[config.mk]
export PLATFORM = sky130hd
export DESIGN_NAME = display_scan_ctrl
export DESIGN_NICKNAME = d
export VERILOG_FILES = /design/src/rtl/disp_pkg.sv /design/src/rtl/slot_timer.sv /design/src/rtl/display_scan_ctrl.sv
export SDC_FILE = /design/constraint.sdc
export NUM_CORES = 1
export LEC_CHECK = 0
export ABC_AREA = 1
export CAP_MARGIN = 20
export CORE_ASPECT_RATIO = 1.2
export CORE_UTILIZATION = 55
export DETAILED_ROUTE_END_ITERATION = 10
export PLACE_DENSITY = 0.75
export SETUP_SLACK_MARGIN = 0.4
export SLEW_MARGIN = 20
export SYNTH_ARGS = -nofsm -noshare
export SYNTH_HDL_FRONTEND = slang
export SYNTH_SLANG_ARGS = --single-unit
[constraint.sdc]
create_clock -name clk -period 4.7 [get_ports clk]
set_input_delay 0.94 -clock clk [delete_from_list [all_inputs] [get_ports clk]]
set_output_delay 0.94 -clock clk [all_outputs]
set_load 0.005 [all_outputs]
[src/rtl/disp_pkg.sv]
// Shared types and helpers for the 4-digit seven-segment scan controller.
// Digit 0 is the rightmost digit and maps to an[0].
package disp_pkg;

  localparam int NUM_DIGITS = 4;

  typedef enum logic [1:0] {
    ST_IDLE,
    ST_BLANK,
    ST_SHOW
  } scan_state_t;

  typedef logic [1:0] digit_idx_t;

  localparam logic [3:0] AN_OFF = 4'hF;

  function automatic logic [3:0] an_onehot_n(
    input digit_idx_t d
  );
    logic [3:0] one;
    one = 4'b0001 << d;
    return ~one;
  endfunction

  function automatic logic [3:0] nibble_of(
    input logic [15:0] v,
    input digit_idx_t  d
  );
    return v[4*d +: 4];
  endfunction

  // A digit is a leading zero when it and every digit left of it are 0.
  function automatic logic lz_blank(
    input logic [15:0] v,
    input digit_idx_t  d
  );
    logic hit;
    hit = 1'b0;
    unique case (d)
      2'd3:    hit = (v[15:12] == 4'h0);
      2'd2:    hit = (v[15:8] == 8'h00);
      2'd1:    hit = (v[15:4] == 12'h000);
      default: hit = 1'b0;
    endcase
    return hit;
  endfunction

endpackage

[src/rtl/slot_timer.sv]
// Per-digit slot timer: strobes the last cycle of the blanking window
// and the last cycle of the slot, so the FSM can switch on that edge.
module slot_timer #(
  parameter int SLOT_CYC  = 100_000,
  parameter int BLANK_CYC = 1_000
) (
  input  logic clk,
  input  logic rst,
  input  logic run,
  output logic slot_start,
  output logic show_start
);

  localparam int W = $clog2(SLOT_CYC);
  localparam logic [W-1:0] LAST    = W'(SLOT_CYC - 1);
  localparam logic [W-1:0] SHOW_AT = W'(BLANK_CYC - 1);

  logic [W-1:0] cnt;

  always_ff @(posedge clk) begin
    if (rst || !run) begin
      cnt <= '0;
    end else if (cnt == LAST) begin
      cnt <= '0;
    end else begin
      cnt <= cnt + 1'b1;
    end
  end

  // The next edge begins a new slot / the lit part of this slot.
  assign slot_start = run && (cnt == LAST);
  assign show_start = run && (cnt == SHOW_AT);

endmodule

[src/rtl/display_scan_ctrl.sv]
// Scan controller: cycles the four digits with a dark gap per slot, and
// swaps in newly loaded values only at the start of a frame.
module display_scan_ctrl
  import disp_pkg::*;
#(
  parameter int SLOT_CYC  = 100_000,
  parameter int BLANK_CYC = 1_000
) (
  input  logic        clk,
  input  logic        rst,
  input  logic        enable_i,
  input  logic        load_i,
  input  logic [15:0] value_i,
  input  logic [3:0]  dp_i,
  input  logic        lz_en_i,
  output logic [3:0]  nibble_o,
  output logic [1:0]  digit_o,
  output logic [3:0]  an,
  output logic        dp,
  output logic        frame_o
);

  scan_state_t state;
  digit_idx_t  digit;
  logic [15:0] pending;
  logic [3:0]  pend_dp;
  logic [15:0] active;
  logic [3:0]  act_dp;

  logic run;
  logic slot_start;
  logic show_start;
  logic frame_edge;
  logic lit;

  assign run = enable_i && (state != ST_IDLE);

  slot_timer #(
    .SLOT_CYC  (SLOT_CYC),
    .BLANK_CYC (BLANK_CYC)
  ) u_timer (
    .clk        (clk),
    .rst        (rst),
    .run        (run),
    .slot_start (slot_start),
    .show_start (show_start)
  );

  // True on the edge that opens a digit-0 slot.
  always_comb begin
    frame_edge = 1'b0;
    if (enable_i) begin
      unique case (state)
        ST_IDLE: frame_edge = 1'b1;
        ST_SHOW: frame_edge = slot_start &&
          (digit == digit_idx_t'(NUM_DIGITS - 1));
        default: frame_edge = 1'b0;
      endcase
    end
  end

  assign lit = enable_i && (state == ST_SHOW) &&
    !(lz_en_i && lz_blank(active, digit));

  always_ff @(posedge clk) begin
    if (rst) begin
      state    <= ST_IDLE;
      digit    <= '0;
      pending  <= '0;
      pend_dp  <= '0;
      active   <= '0;
      act_dp   <= '0;
      an       <= AN_OFF;
      dp       <= 1'b1;
      nibble_o <= '0;
      digit_o  <= '0;
      frame_o  <= 1'b0;
    end else begin
      frame_o <= frame_edge;

      if (load_i) begin
        pending <= value_i;
        pend_dp <= dp_i;
      end

      // A load on the frame edge goes straight to the display.
      if (frame_edge) begin
        active <= load_i ? value_i : pending;
        act_dp <= load_i ? dp_i : pend_dp;
      end

      if (!enable_i) begin
        state <= ST_IDLE;
        digit <= '0;
      end else begin
        unique case (state)
          ST_IDLE: begin
            state <= ST_BLANK;
            digit <= '0;
          end
          ST_BLANK: begin
            if (show_start) state <= ST_SHOW;
          end
          ST_SHOW: begin
            if (slot_start) begin
              state <= ST_BLANK;
              digit <= digit + 1'b1;
            end
          end
          default: begin
            state <= ST_IDLE;
            digit <= '0;
          end
        endcase
      end

      an       <= lit ? an_onehot_n(digit) : AN_OFF;
      dp       <= lit ? ~act_dp[digit] : 1'b1;
      nibble_o <= nibble_of(active, digit);
      digit_o  <= digit;
    end
  end

endmodule

==> flow_summary_export.csv, run 1 <==
group,metric,value,unit
route,drc,0,
synth,synth_ff_type,"dfxtp_1",
global_route,grt_pass1_vias,2337,
synth,synth-seq-cells,73,
global_route,overflow,0,
clocking,cts_max_level,3,
sta,rsz0062_at_grt,"false",
sta,fin_crit,2.51,ns
floorplan,chipWidth,71.9,µm
sta,setup_viol,0,
critical_path,crit_path_end_kind,"flop",
min_path,hold_class,"flop to flop",
route,top_layer,"met4",
floorplan,initial_core_util,56.9,%
global_route,grt_max_degree,41,
power,pwr-share-clk,38.0,%
floorplan,die_area,6180,µm²
route,wirelength,6020,µm
sta,hold_viol,0,
clocking,cts_root_buf,"clkbuf_8",
synth,yosys.area.top_type_share,45.3,%
synth,syn_nets,438,
synth,yosysSeqAreaShare,45.3,%
synth,synth-edff-count,0,
synth,postSynthAreaPerCell,7.93,µm²
synth,yosys-top-cells-area,"dfxtp_1, nor2_1, nand2_1, a21oi_1, mux2i_1",
power,p_leak,1.49,nW
route,viasPerCell,5.09,
route,ant_nets,0,
sta,fin_skew,0.0105,ns
route,wire_per_inst,11.6,µm
clocking,post_cts_resized,0,
clocking,cts_buffers,9,
placement,dp_hpwl,4160,µm
route,drt_iter0_drc,191,
synth,synthTopCellsByCount,"dfxtp_1, nor2_1, nand2_1, a21oi_1, nand3_1",
global_route,grt_use_total,21.2,%
synth,syn-instance-count,407,
clocking,clk_latency,0.35,ns
critical_path,cp-start-kind,"primary input",
cells_and_area,syn_to_final_growth,16.3,%
synth,synth-async-reset-ratio,0,%
critical_path,crit_arrival,2.78,ns
global_route,antenna_found_initial,0,
synth,yosysTopAreaCell,"dfxtp_1",
sta,clock.fmax,399,MHz
sta,setup_tns,0,ns
synth,ys_warn_count,0,
floorplan,io_pins,37,
clocking,cts_max_path_buffers,2,
route,dr_total_vias,2649,
status,outcome,"finished, final reports clean",
sta,slew_headroom,56.2,%
power,power_density,336,nW/µm²
sta,tightest_slew,0.656,ns
clocking,path_clk_slew,0.07,ns
job,cap_violations,0,
route,first_pass_iters,4,
critical_path,cp_max_fo,28,
power,swShare,24.0,%
floorplan,row_count,30,
route,wl_met2,2680,µm
power,p_int,0.958,mW
route,met1_length,2940,µm
placement,dp_cells,505,
clocking,ctsHoldBuffers,0,
power,ir_worst_vdd,0.237,mV
power,net-switching-power,0.303,mW
synth,yosysMostFrequentCell,"dfxtp_1",
cells_and_area,drive_gt1_share,8.86,%
floorplan,core_area,5670,µm²
clocking,postCtsSetupRepairBufs,0,
sta,slew_violations,0,
cells_and_area,antenna_cells,0,
global_route,grt_pass1_wl,10200,µm
clocking,clock_sinks,73,
synth,netlist_area,3230,µm²
sta,fin_crit_sh,53.4,%
route,wl_met3,290,µm
cells_and_area,final_cells,520,
power,pwr-share-comb,9.7,%
floorplan,dieHeight,85.9,µm
placement,portBuffers,36,
critical_path,cp.required,4.97,ns
placement,place.gp.congestion,0.807,
power,power_frac_seq,52.3,%
cells_and_area,final_nets,467,
cells_and_area,final_util,66.2,%
critical_path,path_class,"primary input to flop",
synth,yosysUniqueCellTypes,36,
clocking,cts_tree,"yes",
registers in the layout, summed over array words and instances (netlist names), 4 cells and up:
| name | count |
|---|---|
| act_dp | 4 |
| nibble_o | 4 |
| u_timer.cnt | 17 |
| pend_dp | 4 |
| pending | 16 |
| an | 4 |
| active | 16 |
critical path, stage by stage:
cell	delay, ns
clkdlybuf4s50_1	0.40
buf_4	0.23
inv_1	0.51
nand2_1	0.14
a21oi_2	0.20
inv_2	0.15
nor3b_1	0.21
cells in the final DEF, fill, tap and decap left out, drive strengths merged, types with 3 or more instances in the layout:
cell,Yosys,layout
nor2,75,75
dfxtp,73,73
nand2,60,60
a21oi,42,42
nand3,37,37
clkdlybuf4s50,0,35
inv,32,32
mux2i,20,20
o21ai,10,10
clkbuf,4,10
nor3,8,8
nand4,7,7
ha,6,6
clkinv,1,4
o211ai,3,3
xor2,3,3
buf,16,3
area by class of cell:
class,count,area (µm²)
fill,517,1920
multi-input combinational,281,1500
sequential,73,1460
timing repair buffer,38,370
clock buffer,10,138
inverter,33,125
tap,80,100
clock inverter,5,56.3
path summary, 6_finish.rpt:
path,start,endpoint,slack (ns),depth (start not counted)
max reg2reg,digit[0]$_SDFFE_PP0P_,active[8]$_SDFFE_PP0P_,2.67,8
min reg2reg,u_timer.cnt[0]$_SDFF_PP0_,u_timer.cnt[0]$_SDFF_PP0_,0.45,1
min,u_timer.cnt[0]$_SDFF_PP0_,u_timer.cnt[0]$_SDFF_PP0_,0.45,1
max,rst,u_timer.cnt[13]$_SDFF_PP0_,2.19,7
per-stage QoR:
stage               power (mW)  worst slack [ns]  hold WS (ns)  instance area [µm²]
global route              1.31              1.94         0.499                 3750
finish                    1.26              2.19         0.451                 3750
detailed placement       0.796              1.79         0.440                 3560
CTS                       1.27              2.16         0.456                 3750
global placement         0.793              1.81         0.434                 3560
floorplan                0.762              2.86         0.418                 3230
power by group through the flow:
| stage | clock, mW | sequential [mW] | combinational, mW |
|---|---|---|---|
| after floorplan | 0 | 0.670 | 0.0918 |
| after global placement | 0 | 0.673 | 0.121 |
| after detailed placement | 0 | 0.674 | 0.123 |
| after CTS | 0.490 | 0.659 | 0.123 |
| after global routing | 0.512 | 0.662 | 0.138 |
| final | 0.479 | 0.659 | 0.122 |
routing by layer:
metal  GRT usage, %  vias to the layer above
met4           8.56                        0
met1           27.9                     1177
li1               -                     1390
met3           5.29                        8
met2           33.3                       74
met5              0                        -
kinds of logic after synthesis:
group	Yosys count	synth area share [%]
XOR/XNOR	4	1.09
adder cells (fa/ha/maj)	6	2.33
AO/OA/AOI/OAI	60	10.1
buffers and inverters	53	8.22
AND/OR/NAND/NOR	191	26.7
flip-flops	73	45.3
multiplexers	20	6.21
No activity file was read; power rests on OpenSTA's default activity.
==> inputs of run 2 (changes only) <==
--- a/config.mk
+++ b/config.mk
@@ -8,9 +8,9 @@
 export ABC_AREA = 1
 export CAP_MARGIN = 20
 export CORE_ASPECT_RATIO = 1.2
-export CORE_UTILIZATION = 55
+export CORE_UTILIZATION = 50
 export DETAILED_ROUTE_END_ITERATION = 10
-export PLACE_DENSITY = 0.75
+export PLACE_DENSITY = 0.72
 export SETUP_SLACK_MARGIN = 0.4
 export SLEW_MARGIN = 20
 export SYNTH_ARGS = -nofsm -noshare
==> constraint.sdc (replaced) <==
create_clock -name clk -period 2.2 [get_ports clk]
set_input_delay 0.44 -clock clk [delete_from_list [all_inputs] [get_ports clk]]
set_output_delay 0.44 -clock clk [all_outputs]
set_load 0.005 [all_outputs]
==> flow_summary_export.csv, run 2 (same netlist as run 1, synthesis figures left out) <==
group,metric,value,unit
clocking,clk_latency,0.36,ns
critical_path,crit_start,"u_timer.cnt[1]$_SDFF_PP0_",
power,swShare,25.6,%
critical_path,r2r_cells,10,
global_route,overflow,0,
clocking,cts_buffers,9,
placement,portBuffers,36,
sta,setup_tns,0,ns
global_route,grt_pass1_wl,11000,µm
job,cap_violations,0,
route,wirelength,6910,µm
critical_path,path_class,"flop to flop",
clocking,path_clk_slew,0.08,ns
route,wl_met2,3180,µm
route,top_layer,"met4",
global_route,grt_use_total,20.9,%
cells_and_area,regMostFlops,"u_timer.cnt",
cells_and_area,largest_reg_flops,17,
floorplan,row_count,31,
critical_path,cp_max_fo,20,
min_path,min_path_cells,1,
sta,fin_skew,0.00914,ns
placement,dp_cells,511,
min_path,hold_class,"flop to flop",
power,p_leak,1.52,nW
route,dr_total_vias,2747,
cells_and_area,drive_gt1_share,10.5,%
power,net-switching-power,0.697,mW
route,viasPerCell,5.18,
global_route,antenna_found_initial,0,
critical_path,r2r_slack,0.55,ns
cells_and_area,final_nets,474,
power,p_total,2.73,mW
cells_and_area,reg_top3,"u_timer.cnt: 17 flops, active: 16 flops, pending: 16 flops",
power,power_density,704,nW/µm²
min_path,hold_path_end,"u_timer.cnt[0]$_SDFF_PP0_",
route,ant_nets,0,
global_route,grt_pass1_vias,2443,
clocking,cts_tree,"yes",
route,wire_per_inst,13.0,µm
cells_and_area,mostFrequentLayoutCell,"dfxtp_1",
cells_and_area,mostFrequentLayoutCells,"dfxtp_1, nor2_1, nand2_1",
clocking,cts_root_buf,"clkbuf_8",
sta,slew_violations,0,
route,drt_iter0_drc,181,
route,wl_met3,252,µm
critical_path,cp.required,2.45,ns
floorplan,chipWidth,75.3,µm
min_path,worstHoldStart,"u_timer.cnt[0]$_SDFF_PP0_",
power,pwr-share-comb,10.6,%
global_route,grt_max_degree,41,
power,ir_worst_vdd,0.383,mV
sta,hold_viol,0,
clocking,cts_max_path_buffers,2,
floorplan,initial_core_util,52.6,%
cells_and_area,syn_to_final_growth,20.1,%
clocking,clock_sinks,73,
critical_path,cp-start-kind,"flop",
sta,rsz0062_at_grt,"false",
sta,holdWs,0.417,ns
placement,dp_hpwl,4530,µm
sta,fin_crit_sh,75.1,%
floorplan,io_pins,37,
sta,slew_headroom,69.5,%
floorplan,dieHeight,90.0,µm
critical_path,timing.rr.end,"active[15]$_SDFFE_PP0P_",
floorplan,die_area,6780,µm²
power,p_int,2.03,mW
placement,place.gp.congestion,0.879,
status,outcome,"finished, final reports clean",
cells_and_area,antenna_cells,0,
sta,tightest_slew,0.456,ns
critical_path,crit_arrival,1.91,ns
critical_path,crit_path_end_kind,"flop",
route,met1_length,3350,µm
route,first_pass_iters,4,
floorplan,core_area,6130,µm²
power,power_frac_seq,51.7,%
critical_path,reg2reg_from,"u_timer.cnt[1]$_SDFF_PP0_",
sta,setup_viol,0,
power,pwr-share-clk,37.8,%
sta,clock.fmax,605,MHz
sta,fin_crit,1.65,ns
clocking,postCtsSetupRepairBufs,0,
cells_and_area,final_cells,530,
route,drc,0,
clocking,cts_max_level,3,
## run 2: power by group through the flow
stage / logic [mW] / registers, mW / clock network [mW]
floorplan: 0.196 / 1.43 / 0
global placement: 0.265 / 1.44 / 0
detailed placement: 0.269 / 1.44 / 0
CTS: 0.270 / 1.41 / 1.04
global route: 0.321 / 1.42 / 1.10
finish: 0.288 / 1.41 / 1.03
## run 2: worst max-delay path by stage
stage / to / slack [ns]
floorplan: dp$_SDFF_PP1_ / 0.63
global placement: u_timer.cnt[15]$_SDFF_PP0_ / 0.37
finish: active[15]$_SDFFE_PP0P_ / 0.55
CTS: active[0]$_SDFFE_PP0P_ / 0.44
detailed placement: u_timer.cnt[15]$_SDFF_PP0_ / 0.35
global route: an[1]$_SDFF_PP1_ / 0.41
## run 2: routing by layer
metal	up-vias	global-route usage, %
met5	-	0
met4	0	8.80
met3	14	3.48
met2	67	30.7
met1	1256	29.7
li1	1410	-
## run 2: cell type report
class | instances | area (µm²)
clock buffer | 9 | 124
clock inverter | 7 | 71.3
fill | 552 | 2250
inverter | 33 | 125
multi-input combinational | 284 | 1570
sequential | 73 | 1460
tap | 82 | 103
timing repair buffer | 42 | 422
## run 2: through the flow
step | util (%) | instance area [µm²] | setup slack (ns)
after floorplan | - | 3230 | 0.635
after global placement | 58.8 | 3610 | 0.374
after detailed placement | 58.8 | 3610 | 0.352
after CTS | 62.0 | 3800 | 0.437
after global routing | 63.2 | 3870 | 0.408
final | 63.2 | 3870 | 0.548
## run 2: critical path, cell delays in order (launching register included)
cell and delay, ns:
dfxtp_1 0.34, ha_1 0.16, nand2_1 0.08, inv_2 0.11, nand2_2 0.08, nor2_4 0.14, nand3_4 0.22, nand2_8 0.23
nand3_1 0.09, nand2_1 0.08, nor2_1 0.03
## run 2: timing repair
item	4_1_cts	5_1_grt
hold buffers	0	0
gates resized for setup	0	6
setup endpoints to repair	0	25
